## config.mk

```make
export PLATFORM = sky130hd
export DESIGN_NAME = alu_arbiter
export DESIGN_NICKNAME = d
export VERILOG_FILES = /design/src/rtl/alu_pkg.sv /design/src/rtl/alu.sv /design/src/rtl/alu_arbiter.sv
export SDC_FILE = /design/constraint.sdc
export NUM_CORES = 1
export LEC_CHECK = 0
export CORE_UTILIZATION = 46
export DETAILED_ROUTE_END_ITERATION = 8
export GPL_ROUTABILITY_DRIVEN = 0
export GPL_TIMING_DRIVEN = 1
export PLACE_DENSITY = 0.85
export REMOVE_ABC_BUFFERS = 1
export SETUP_SLACK_MARGIN = 0.1
export SLEW_MARGIN = 0
export SYNTH_ARGS = -nofsm -noshare
export SYNTH_HDL_FRONTEND = slang
export SYNTH_HIERARCHICAL = 1
export SYNTH_SLANG_ARGS = --single-unit
```

## constraint.sdc

```tcl
create_clock -name clk -period 4.4 [get_ports clk]
set_clock_uncertainty 0.1 [all_clocks]
set_input_delay 0.44 -clock clk [delete_from_list [all_inputs] [get_ports clk]]
set_output_delay 0.44 -clock clk [all_outputs]
set_load 0.005 [all_outputs]
```

## src/rtl/alu_pkg.sv

```systemverilog
// alu_pkg: constants shared by the shared-ALU arbiter slice.
//   - ALU opcode encodings (2-bit alu_control)
//   - requester identifiers carried in rsp_id
package alu_pkg;

   localparam int unsigned ALU_W = 32;

   localparam logic [1:0] ALU_ADD   = 2'd0;
   localparam logic [1:0] ALU_AND   = 2'd1;
   localparam logic [1:0] ALU_PASSB = 2'd2;
   localparam logic [1:0] ALU_ZERO  = 2'd3;

   localparam logic REQ0 = 1'b0;
   localparam logic REQ1 = 1'b1;

endpackage : alu_pkg

```

## src/rtl/alu.sv

```systemverilog
// alu: purely combinational shared ALU.
// Ports:
//   a, b         in  WIDTH  operands
//   alu_control  in  2      0=ADD (mod 2^WIDTH), 1=AND, 2=PASS B, 3=zero
//   result       out WIDTH  operation result
module alu
   import alu_pkg::*;
#(
   parameter int WIDTH = 32
) (
   input  logic [WIDTH-1:0] a,
   input  logic [WIDTH-1:0] b,
   input  logic [1:0]       alu_control,
   output logic [WIDTH-1:0] result
);

   // Operation select; carry out of the adder is intentionally dropped.
   always_comb begin
      result = {WIDTH{1'b0}};
      case (alu_control)
         ALU_ADD:   result = a + b;
         ALU_AND:   result = a & b;
         ALU_PASSB: result = b;
         ALU_ZERO:  result = {WIDTH{1'b0}};
         default:   result = {WIDTH{1'b0}};
      endcase
   end

endmodule : alu

```

## src/rtl/alu_arbiter.sv

```systemverilog
// alu_arbiter: shares one combinational ALU between two valid/ready
// requesters with a round-robin grant and a one-entry response register.
// Ports:
//   clk, reset                 clock, synchronous active-high reset
//   reqN_valid/ready           request handshake for requester N (0/1)
//   reqN_a, reqN_b, reqN_op    operands and opcode of requester N
//   rsp_valid/ready            response handshake
//   rsp_id, rsp_result         requester ID and ALU result held in the register
//   gnt_cnt0, gnt_cnt1         saturating per-requester grant counters
module alu_arbiter
   import alu_pkg::*;
#(
   parameter int WIDTH = 32,
   parameter int CNT_W = 16
) (
   input  logic             clk,
   input  logic             reset,

   input  logic             req0_valid,
   output logic             req0_ready,
   input  logic [WIDTH-1:0] req0_a,
   input  logic [WIDTH-1:0] req0_b,
   input  logic [1:0]       req0_op,

   input  logic             req1_valid,
   output logic             req1_ready,
   input  logic [WIDTH-1:0] req1_a,
   input  logic [WIDTH-1:0] req1_b,
   input  logic [1:0]       req1_op,

   output logic             rsp_valid,
   input  logic             rsp_ready,
   output logic             rsp_id,
   output logic [WIDTH-1:0] rsp_result,

   output logic [CNT_W-1:0] gnt_cnt0,
   output logic [CNT_W-1:0] gnt_cnt1
);

   logic             rsp_valid_q, rsp_valid_d;
   logic             rsp_id_q,    rsp_id_d;
   logic [WIDTH-1:0] rsp_result_q, rsp_result_d;
   logic             ptr_q,       ptr_d;
   logic [CNT_W-1:0] cnt0_q,      cnt0_d;
   logic [CNT_W-1:0] cnt1_q,      cnt1_d;

   logic             can_accept;
   logic             gnt0, gnt1;
   logic             xfer;
   logic [WIDTH-1:0] alu_a, alu_b, alu_result;
   logic [1:0]       alu_op;

   // Round-robin grant. Nothing is granted during reset or while a held
   // response is being back-pressured.
   always_comb begin
      can_accept = !rsp_valid_q || rsp_ready;
      gnt0       = 1'b0;
      gnt1       = 1'b0;
      if (reset || !can_accept) begin
         gnt0 = 1'b0;
         gnt1 = 1'b0;
      end else if (req0_valid && req1_valid) begin
         if (ptr_q == REQ0) begin
            gnt0 = 1'b1;
         end else begin
            gnt1 = 1'b1;
         end
      end else if (req0_valid) begin
         gnt0 = 1'b1;
      end else if (req1_valid) begin
         gnt1 = 1'b1;
      end else begin
         gnt0 = 1'b0;
         gnt1 = 1'b0;
      end
      xfer = gnt0 || gnt1;
   end

   assign req0_ready = gnt0;
   assign req1_ready = gnt1;

   // Grant mux into the ALU; idle inputs are forced to zero.
   always_comb begin
      alu_a  = {WIDTH{1'b0}};
      alu_b  = {WIDTH{1'b0}};
      alu_op = 2'd0;
      if (gnt0) begin
         alu_a  = req0_a;
         alu_b  = req0_b;
         alu_op = req0_op;
      end else if (gnt1) begin
         alu_a  = req1_a;
         alu_b  = req1_b;
         alu_op = req1_op;
      end else begin
         alu_a  = {WIDTH{1'b0}};
         alu_b  = {WIDTH{1'b0}};
         alu_op = 2'd0;
      end
   end

   alu #(
      .WIDTH (WIDTH)
   ) u_alu (
      .a           (alu_a),
      .b           (alu_b),
      .alu_control (alu_op),
      .result      (alu_result)
   );

   // Response register, priority pointer and grant counters next state.
   // A new transfer overwrites the register in the same edge that the
   // consumer drains it, giving one op per cycle.
   always_comb begin
      rsp_valid_d  = rsp_valid_q;
      rsp_id_d     = rsp_id_q;
      rsp_result_d = rsp_result_q;
      ptr_d        = ptr_q;
      cnt0_d       = cnt0_q;
      cnt1_d       = cnt1_q;

      if (xfer) begin
         rsp_valid_d  = 1'b1;
         rsp_id_d     = gnt1 ? REQ1 : REQ0;
         rsp_result_d = alu_result;
         // The requester not granted gets priority next, contended or not.
         ptr_d        = gnt1 ? REQ0 : REQ1;
      end else if (rsp_valid_q && rsp_ready) begin
         rsp_valid_d  = 1'b0;
      end else begin
         rsp_valid_d  = rsp_valid_q;
      end

      if (gnt0 && !(&cnt0_q)) begin
         cnt0_d = cnt0_q + {{(CNT_W-1){1'b0}}, 1'b1};
      end else begin
         cnt0_d = cnt0_q;
      end

      if (gnt1 && !(&cnt1_q)) begin
         cnt1_d = cnt1_q + {{(CNT_W-1){1'b0}}, 1'b1};
      end else begin
         cnt1_d = cnt1_q;
      end
   end

   // State registers with synchronous reset.
   always_ff @(posedge clk) begin
      if (reset) begin
         rsp_valid_q  <= 1'b0;
         rsp_id_q     <= REQ0;
         rsp_result_q <= {WIDTH{1'b0}};
         ptr_q        <= REQ0;
         cnt0_q       <= {CNT_W{1'b0}};
         cnt1_q       <= {CNT_W{1'b0}};
      end else begin
         rsp_valid_q  <= rsp_valid_d;
         rsp_id_q     <= rsp_id_d;
         rsp_result_q <= rsp_result_d;
         ptr_q        <= ptr_d;
         cnt0_q       <= cnt0_d;
         cnt1_q       <= cnt1_d;
      end
   end

   assign rsp_valid  = rsp_valid_q;
   assign rsp_id     = rsp_id_q;
   assign rsp_result = rsp_result_q;
   assign gnt_cnt0   = cnt0_q;
   assign gnt_cnt1   = cnt1_q;

endmodule : alu_arbiter
```

# ---- After elaboration in Yosys (flattened, before gate mapping)
# Index checks and enable logic that the tools add are counted.
dict set report word_totals {
  reg_bits 67
  in_bits 137
  out_inout_bits 68
  wordCells 48
}
dict set report op_classes {
  add_sub_neg 3
  n_eq_ne 3
  muxes 20
  bitwise 1
  n_reduce_logical 15
}
# cell count
set ops {}
lappend ops {{32-bit 2-to-1 mux} 4}
lappend ops {{32-bit case mux with 4 select lines} 1}
lappend ops {{16-bit by 1-bit adder with 16-bit output, second input constant} 2}
lappend ops {{32-bit adder} 1}
lappend ops {{32-bit AND} 1}
lappend ops {{16-bit AND reduction} 2}
lappend ops {{1-bit 2-to-1 mux} 13}
lappend ops {{2-bit == test, second input constant} 2}
lappend ops {{1-bit logical AND} 4}
lappend ops {{1-bit zero test} 4}
lappend ops {{2-bit 2-to-1 mux} 2}
lappend ops {{1-bit logical OR} 3}
lappend ops {{2-bit by 1-bit == test with 1-bit output, second input constant} 1}
lappend ops {{2-bit zero test} 1}
lappend ops {{2-bit nonzero test} 1}

# ---- Longest topological paths before layout
# Gate-level depths: netlist of run 1.
dict set report logic_depth {
  depth_word 9
  mapped_depth 20
  depth_no_buf 17
}

# ---- By module
# The synthesis of run 1 kept the hierarchy.
# module n_inst cells_per_inst area_each_um2 seq_area_each_um2
set by_module_without_submodules {}
lappend by_module_without_submodules {alu_arbiter 1 424 3562.2 1341.3}
lappend by_module_without_submodules {alu 1 336 2243.4 0.0}

# ---- Worst setup path before layout of run 1
# Ideal clock, no wire load.
dict set report synth_timing {
  path_type {input-to-reg}
  from {in rsp_ready}
  to {reg rsp_result_q[28] (netlist: rsp_result[28])}
  setup_ns 0.132
  arrival_ns 3.537
  t_required_ns 4.168
  slack_ns 0.630
  cell_stages 19
  path_buffers 2
  path_cell_list {nand2b_1 buf_2 nand4b_4 inv_2 clkbuf_1 a22o_1 ha_1 fa_1 a211oi_1 o21ai_2 nand3_1 a2111oi_1 o2111ai_1 nand2_1 a311oi_2 xor2_1 o21ai_1 nand2_1 a21oi_1}
}
dict set report synth_via {
  elab_chain_cells 8
  elab_cells_between_ends 19
  cone_classes {add/sub: 1; eq/ne: 3; mux: 9; bitwise: 1; reduce/logical: 5}
}
# element line_no
set synth_rtl {}
lappend synth_rtl {{from (decl)} alu_arbiter.sv:32} ;# input logic rsp_ready,
lappend synth_rtl {{1-bit logical OR *} alu_arbiter.sv:56} ;# can_accept = !rsp_valid_q || rsp_ready;
lappend synth_rtl {{1-bit zero test *} alu_arbiter.sv:59} ;# if (reset || !can_accept) begin
lappend synth_rtl {{1-bit logical OR *} alu_arbiter.sv:59}
lappend synth_rtl {{1-bit 2-to-1 mux} alu_arbiter.sv:59}
lappend synth_rtl {{32-bit 2-to-1 mux} alu_arbiter.sv:91} ;# end else if (gnt1) begin
lappend synth_rtl {{32-bit 2-to-1 mux *} alu_arbiter.sv:87} ;# if (gnt0) begin
lappend synth_rtl {{net alu_a[0]} alu_arbiter.sv:50} ;# logic [WIDTH-1:0] alu_a, alu_b, alu_result;
lappend synth_rtl {{32-bit adder *} alu.sv:21} ;# ALU_ADD: result = a + b;
lappend synth_rtl {{32-bit case mux with 4 select lines *} alu.sv:20} ;# case (alu_control)
lappend synth_rtl {{net alu_result[28]} alu_arbiter.sv:50}
lappend synth_rtl {{to (signal assigned)} alu_arbiter.sv:152} ;# rsp_result_q <= {WIDTH{1'b0}};
lappend synth_rtl {{to (signal assigned)} alu_arbiter.sv:159} ;# rsp_result_q <= rsp_result_d;
lappend synth_rtl {{to (decl)} alu_arbiter.sv:42} ;# logic [WIDTH-1:0] rsp_result_q, rsp_result_d;
# The timed path passes the listed nets; every way through them passes the cells marked *.
# A chain may end at the register's enable or synchronous reset.

# ---- Worst setup path after layout of run 1
dict set report layout_timing {
  from {in rsp_ready}
  to {reg rsp_result_q[24] (netlist: rsp_result[24])}
}
dict set report layout_via {
  elab_chain_cells 8
  elab_cells_between_ends 19
  cone_classes {add/sub: 1; eq/ne: 3; mux: 9; bitwise: 1; reduce/logical: 5}
}
# element line_no
set layout_rtl {}
lappend layout_rtl {{1-bit logical OR *} alu_arbiter.sv:56}
lappend layout_rtl {{1-bit zero test *} alu_arbiter.sv:59}
lappend layout_rtl {{1-bit logical OR *} alu_arbiter.sv:59}
lappend layout_rtl {{1-bit 2-to-1 mux} alu_arbiter.sv:59}
lappend layout_rtl {{32-bit 2-to-1 mux} alu_arbiter.sv:91}
lappend layout_rtl {{32-bit 2-to-1 mux *} alu_arbiter.sv:87}
lappend layout_rtl {{net alu_b[2]} alu_arbiter.sv:50}
lappend layout_rtl {{32-bit adder *} alu.sv:21}
lappend layout_rtl {{32-bit case mux with 4 select lines *} alu.sv:20}
lappend layout_rtl {{net alu_result[24]} alu_arbiter.sv:50}
# Marks and branches as above.

==> impl_metrics.json, run 1 <==
{
  "grt_pass1_vias": 6085,
  "setup_ws_ns": 0.4461,
  "maxSlewViolCount": 0,
  "setup_viol": 0,
  "io_buffers": 204,
  "grt_max_degree": 70,
  "dp.cells": 1104,
  "clkSinkCount": 67,
  "hold_ws_ns": 0.2374,
  "cts_resized": 0,
  "slew_headroom": 0.3498,
  "clockBufferDepth": 2,
  "fp-row-count": 40,
  "dieArea_sq_um": 13070,
  "yosysSeqAreaShare": 0.2310,
  "critPathArrivalTime_ns": 4.11,
  "ys.flop_type": "dfxtp_1",
  "top_layer_used": "met4",
  "post-route-period-util": 0.8986,
  "drive_above_1_share": 0.07563,
  "synth_area_per_cell_sq_um": 7.639,
  "fmax_mhz": 252.9,
  "vdd_drop_max_uv": 177.2,
  "worstSetupPathType": "in2reg",
  "cts-htree-levels": 3,
  "detail_route.vias_per_cell": 5.710,
  "wl_met3_mm": 1.127,
  "crit_chain": "clkdlybuf4s50_1, nand2b_1, nand4b_4, inv_2, buf_12, a22o_1, ha_1, a211oi_1, o21ai_2, nand3_1, a2111oi_1, o2111ai_1, nand2_1, xor2_1, mux2i_1, o21ai_1, nand2_1, a21oi_1",
  "drt-met1-wl_mm": 7.841,
  "ys_ff_latch": 67,
  "crit_top_cell": "nand2_1",
  "postCtsSetupBuffers": 0,
  "met2WireLength_mm": 8.392,
  "cts_hold_buffers": 0,
  "cts_tree": "done",
  "hp-class": "in2reg",
  "numCtsBuffers": 9,
  "final_area_sq_um": 8358,
  "num_vias": 6395,
  "die_h_um": 114.3,
  "ioPinCount": 205,
  "layout_commonest_cell": "clkdlybuf4s50_1",
  "wl_per_cell_um": 15.82,
  "path_clk_slew_ns": 0.06,
  "post-dp-hpwl_mm": 13.01,
  "drc_errors": 0,
  "ys_types": 72,
  "path_max_fanout": 31,
  "ys_async_sr_fraction": 0,
  "drt_iter0_markers": 428,
  "pre_cts_ws_ns": 0.1489,
  "placed_area_sq_um": 8056,
  "clk_latency_ns": 0.33,
  "period_needed_ns": 3.954,
  "antenna_found_initial": 0,
  "finalNonFillerCells": 1120,
  "core_sq_um": 12160,
  "rsz0062_at_grt": "false",
  "start_util": 0.4774,
  "syn_area_sq_um": 5806,
  "fp.dieW_um": 114.3,
  "grt_pass1_wl_mm": 28.94,
  "ys_warn_count": 6,
  "nets": 1119,
  "max-cap-violations": 0,
  "max_stage_delay_ns": 0.61,
  "tns_ns": 0,
  "areaGrowthSynthToFinish_pct": 43.97,
  "synth_edf_count": 0,
  "worst_pin_slew_ns": 0.9717,
  "totalWireLength_mm": 17.72,
  "startpoint_type": "input pin",
  "hold_violations": 0,
  "critPathRequiredTime_ns": 4.56,
  "postSynthCellCount": 760,
  "p_leak_uw": 0.003226,
  "dr.pass1.iters": 5,
  "cts.root.buffer_cell": "clkbuf_16",
  "overflow": 0,
  "ant_nets": 0,
  "p_per_area_nw_per_um2": 240.5,
  "antenna_cells": 0,
  "end_kind": "register",
  "slowest_stage": "a2111oi_1",
  "grt_usage": 0.2744,
  "mostFrequentLayoutCells": "203 x clkdlybuf4s50_1, 120 x nand2_1, 79 x a21oi_1",
  "status": "finished, final reports clean"
}
[flip-flops by register name, indices dropped and copies added, names as in the netlist]
| register | flops |
|---|---|
| rsp_valid | 1 |
| gnt_cnt0 | 16 |
| rsp_id | 1 |
| gnt_cnt1 | 16 |
| rsp_result | 32 |
| ptr_q | 1 |
[cell type report]
type	count	area, sq um
flip-flops and latches	67	1341
inverters	11	41.29
clock inverters	7	76.32
clock buffers	9	225.2
multi-input cells	633	4232
fillers	1030	3804
well taps	168	210.2
repair buffers	225	2232
[report_power, final]
group / internal [uW] / switching, uW / total, uW / leakage (uW)
sequential: 630 / 14.3 / 644 / 0.000543
clock: 444 / 297 / 740 / 0.000148
combinational: 322 / 304 / 626 / 0.00254
total: 1400 / 615 / 2010 / 0.00323
[critical path, delay by kind of cell]
| family | cells | cell delay (ns) |
|---|---|---|
| adder cells (fa/ha/maj) | 1 | 0.37 |
| multiplexers | 1 | 0.09 |
| XOR/XNOR | 1 | 0.19 |
| buffers and inverters | 3 | 0.61 |
| AO/OA/AOI/OAI | 7 | 1.65 |
| AND/OR/NAND/NOR | 5 | 0.75 |
[Yosys cell counts, types with 3 or more instances]
| master | count | area (sq um) |
|---|---|---|
| a21o_1 | 20 | 150.1 |
| and4_1 | 5 | 43.79 |
| mux2i_1 | 12 | 120.1 |
| or3_1 | 3 | 18.77 |
| inv_1 | 9 | 33.78 |
| o211ai_1 | 3 | 22.52 |
| o31ai_1 | 3 | 22.52 |
| o21a_1 | 3 | 22.52 |
| nor3_1 | 7 | 35.03 |
| o2111ai_1 | 3 | 26.28 |
| clkbuf_1 | 29 | 108.9 |
| nor2b_1 | 5 | 31.28 |
| dfxtp_1 | 67 | 1341 |
| nor2_1 | 62 | 232.7 |
| a22o_1 | 66 | 578.1 |
| a21oi_2 | 3 | 26.28 |
| ha_1 | 34 | 425.4 |
| o21ai_1 | 13 | 65.06 |
| nand3_1 | 11 | 55.05 |
| o21ai_0 | 32 | 160.2 |
| xnor2_1 | 32 | 280.3 |
| buf_2 | 12 | 60.06 |
| nor4_1 | 8 | 50.05 |
| o21bai_1 | 5 | 37.54 |
| nand2b_1 | 6 | 37.54 |
| and3_1 | 4 | 25.02 |
| nand4_1 | 15 | 93.84 |
| nand2_1 | 120 | 450.4 |
| xor2_1 | 13 | 113.9 |
| buf_1 | 7 | 26.28 |
| a211oi_1 | 5 | 37.54 |
| a31oi_1 | 4 | 25.02 |
| a21oi_1 | 79 | 395.4 |
| a22oi_1 | 10 | 75.07 |
[path summary, 6_finish.rpt]
path | end | cells past startpoint | slack (ns) | start
setup reg to reg | rsp_result[24] | 17 | 0.67 | ptr_q
hold reg to reg | rsp_result[9] | 2 | 0.35 | rsp_result[9]
setup / recovery | rsp_result[24] | 18 | 0.45 | rsp_ready
hold / removal | rsp_result[0] | 2 | 0.24 | reset
[metrics by stage]
stage	total power [uW]	utilization
after CTS	2018	0.6872
after floorplan	982.2	-
final	2010	0.6872
after global placement	1267	0.6624
after detailed placement	1272	0.6624
after global routing	2109	0.6872
[cells by family after synthesis]
| family | share of synthesized area |
|---|---|
| and+or+nand+nor | 0.2394 |
| AOI/OAI and AO/OA | 0.3183 |
| DFF | 0.2310 |
| buffers and inverters | 0.04203 |
| xor gates and xnor gates | 0.06789 |
| adders and majority gates | 0.07672 |
| muxes | 0.02457 |
[routing by layer]
metal,global-route usage,vias to the layer above
met1,0.3410,2919
met3,0.04182,33
met2,0.4772,255
met4,0.1039,0
li1,-,3188
met5,0,-
No activity file was read; power rests on OpenSTA's default activity.
==> inputs of run 2 (changes only) <==
- CAP_MARGIN: unset -> 15
- GPL_TIMING_DRIVEN: 1 -> 0
==> impl_metrics.json, run 2 (synthesis results as in run 1) <==
{
  "post-dp-hpwl_mm": 12.82,
  "wl_per_cell_um": 16.65,
  "end_kind": "register",
  "numCtsBuffers": 9,
  "crit_chain": "clkdlybuf4s50_1, nand2b_4, nand4b_4, buf_4, clkinv_8, a22o_1, ha_1, a21oi_1, o21a_1, and3_4, a2111oi_4, o2111ai_1, o21bai_1, xor2_1, mux2i_1, o21ai_1, nand2_1, a21oi_1",
  "cts_hold_buffers": 0,
  "post-route-period-util": 0.9005,
  "cpLargestDelayFamily": "compound AO/OA/AOI/OAI gates",
  "critPathArrivalTime_ns": 4.12,
  "startpoint_type": "input pin",
  "hold_violations": 0,
  "ioPinCount": 205,
  "io_buffers": 204,
  "die_h_um": 114.3,
  "multi_input_area_sq_um": 4272,
  "fp-row-count": 40,
  "path_clk_slew_ns": 0.06,
  "core_sq_um": 12160,
  "slowest_stage": "clkdlybuf4s50_1",
  "vdd_drop_max_uv": 228.5,
  "status": "finished, final reports clean",
  "ant_nets": 0,
  "path_buf_inv": 3,
  "p_per_area_nw_per_um2": 251.8,
  "cts_tree": "done",
  "drive_above_1_share": 0.07021,
  "finalNonFillerCells": 1109,
  "nFillCells": 1018,
  "drt_iter0_markers": 440,
  "overflow": 0,
  "start_util": 0.4774,
  "totalWireLength_mm": 18.47,
  "areaGrowthSynthToFinish_pct": 45.63,
  "critPathRequiredTime_ns": 4.56,
  "antenna_found_initial": 1,
  "layout_commonest_cell": "clkdlybuf4s50_1",
  "grt_usage": 0.2750,
  "max-cap-violations": 0,
  "grt_max_degree": 69,
  "regArea_sq_um": 1341,
  "grt_pass1_vias": 5987,
  "dp.cells": 1087,
  "cts.root.buffer_cell": "clkbuf_16",
  "hold_ws_ns": 0.3243,
  "clk_latency_ns": 0.34,
  "nets": 1108,
  "clkSinkCount": 67,
  "clockBufferDepth": 2,
  "maxSlewViolCount": 0,
  "period_needed_ns": 3.962,
  "r2r_slack_ns": 0.61,
  "path_max_fanout": 34,
  "drc_errors": 0,
  "dr.pass1.iters": 5,
  "fmax_mhz": 252.4,
  "num_vias": 6517,
  "max_stage_delay_ns": 0.45,
  "slew_headroom": 0.2774,
  "crit_top_cell": "a21oi_1",
  "detail_route.vias_per_cell": 5.876,
  "p_leak_uw": 0.003236,
  "rsz0062_at_grt": "false",
  "worst_pin_slew_ns": 1.084,
  "grt_pass1_wl_mm": 28.86,
  "worstSetupPathType": "in2reg",
  "cts-htree-levels": 3,
  "hp-class": "in2reg",
  "largest_reg_flops": 32,
  "dieArea_sq_um": 13070,
  "fp.dieW_um": 114.3,
  "mostFrequentLayoutCells": "201 x clkdlybuf4s50_1, 119 x nand2_1, 79 x a21oi_1",
  "setup_viol": 0
}
[run 2: cell count changes in the layout (fill, tap and decap cells not counted), sizes merged]
cell           change
clkbuf             +2
diode              +1
clkinv             -1
bufinv             +2
clkdlybuf4s50      -2
inv                -2
dlymetal6s2s       +2
buf               -13
[run 2: per-stage QoR]
stage | setup TNS, ns | instance area (sq um) | utilization | setup WS (ns) | power, uW
3_5_place_dp | -22.50 | 7956 | 0.6542 | -1.047 | 1259
3_3_place_gp | -108.64 | 7855 | 0.6459 | -3.445 | 1237
2_1_floorplan | 0 | 5603 | - | 0.3437 | 982.2
6_report | 0 | 8454 | 0.6952 | 0.4380 | 2129
5_1_grt | 0 | 8454 | 0.6952 | 0.1158 | 2226
4_1_cts | 0 | 8356 | 0.6870 | 0.1225 | 2133
[run 2: power breakdown]
| part | internal (uW) | switching (uW) | total (uW) |
|---|---|---|---|
| sequential | 630 | 13.6 | 643 |
| combinational | 318 | 308 | 625 |
| clock | 581 | 279 | 860 |
[run 2: worst reg2reg max path: stages, from the launching register on]
cell and delay (ns):
dfxtp_1 0.37, nand2b_1 0.20, nand4b_4 0.25, buf_4 0.25, clkinv_8 0.14, a22o_1 0.21, ha_1 0.24, a21oi_1 0.12
o21a_1 0.25, and3_4 0.18, a2111oi_4 0.38, o2111ai_1 0.19, o21bai_1 0.24, xor2_1 0.16, mux2i_1 0.08, o21ai_1 0.15
nand2_1 0.08, a21oi_1 0.13
[run 2: per-layer routing]
layer  GRT usage  vias to the layer above  share of wire
met5           0                        -              0
met4     0.09004                        0          0.022
met3     0.04235                       40          0.063
met2      0.5030                      263           0.49
met1      0.3266                     3043           0.43
li1            -                     3171              -
[run 2: layout make-up]
| cell class | instances | area share |
|---|---|---|
| inverters | 11 | 0.008880 |
| well taps | 168 | 0.02486 |
| multi-input cells | 633 | 0.5053 |
| clock buffers | 11 | 0.02989 |
| flip-flops and latches | 67 | 0.1587 |
| repair inverters | 2 | 0.002664 |
| clock inverters | 4 | 0.01154 |
| repair buffers | 212 | 0.2580 |
| diodes | 1 | 0.0002960 |
[run 2: path summary, 6_finish.rpt]
kind | startpoint | to | depth (start not counted)
min | reset | gnt_cnt1[9] | 2
max | rsp_ready | rsp_result[26] | 18
min reg2reg | rsp_result[31] | rsp_result[31] | 2
max reg2reg | ptr_q | rsp_result[26] | 17
[run 2: timing repair]
item	4_1_cts	5_1_grt
pin swaps	0	3
gates cloned	1	1
buffers inserted	1	3
resized for setup	11	12
endpoints found under the setup margin	32	18
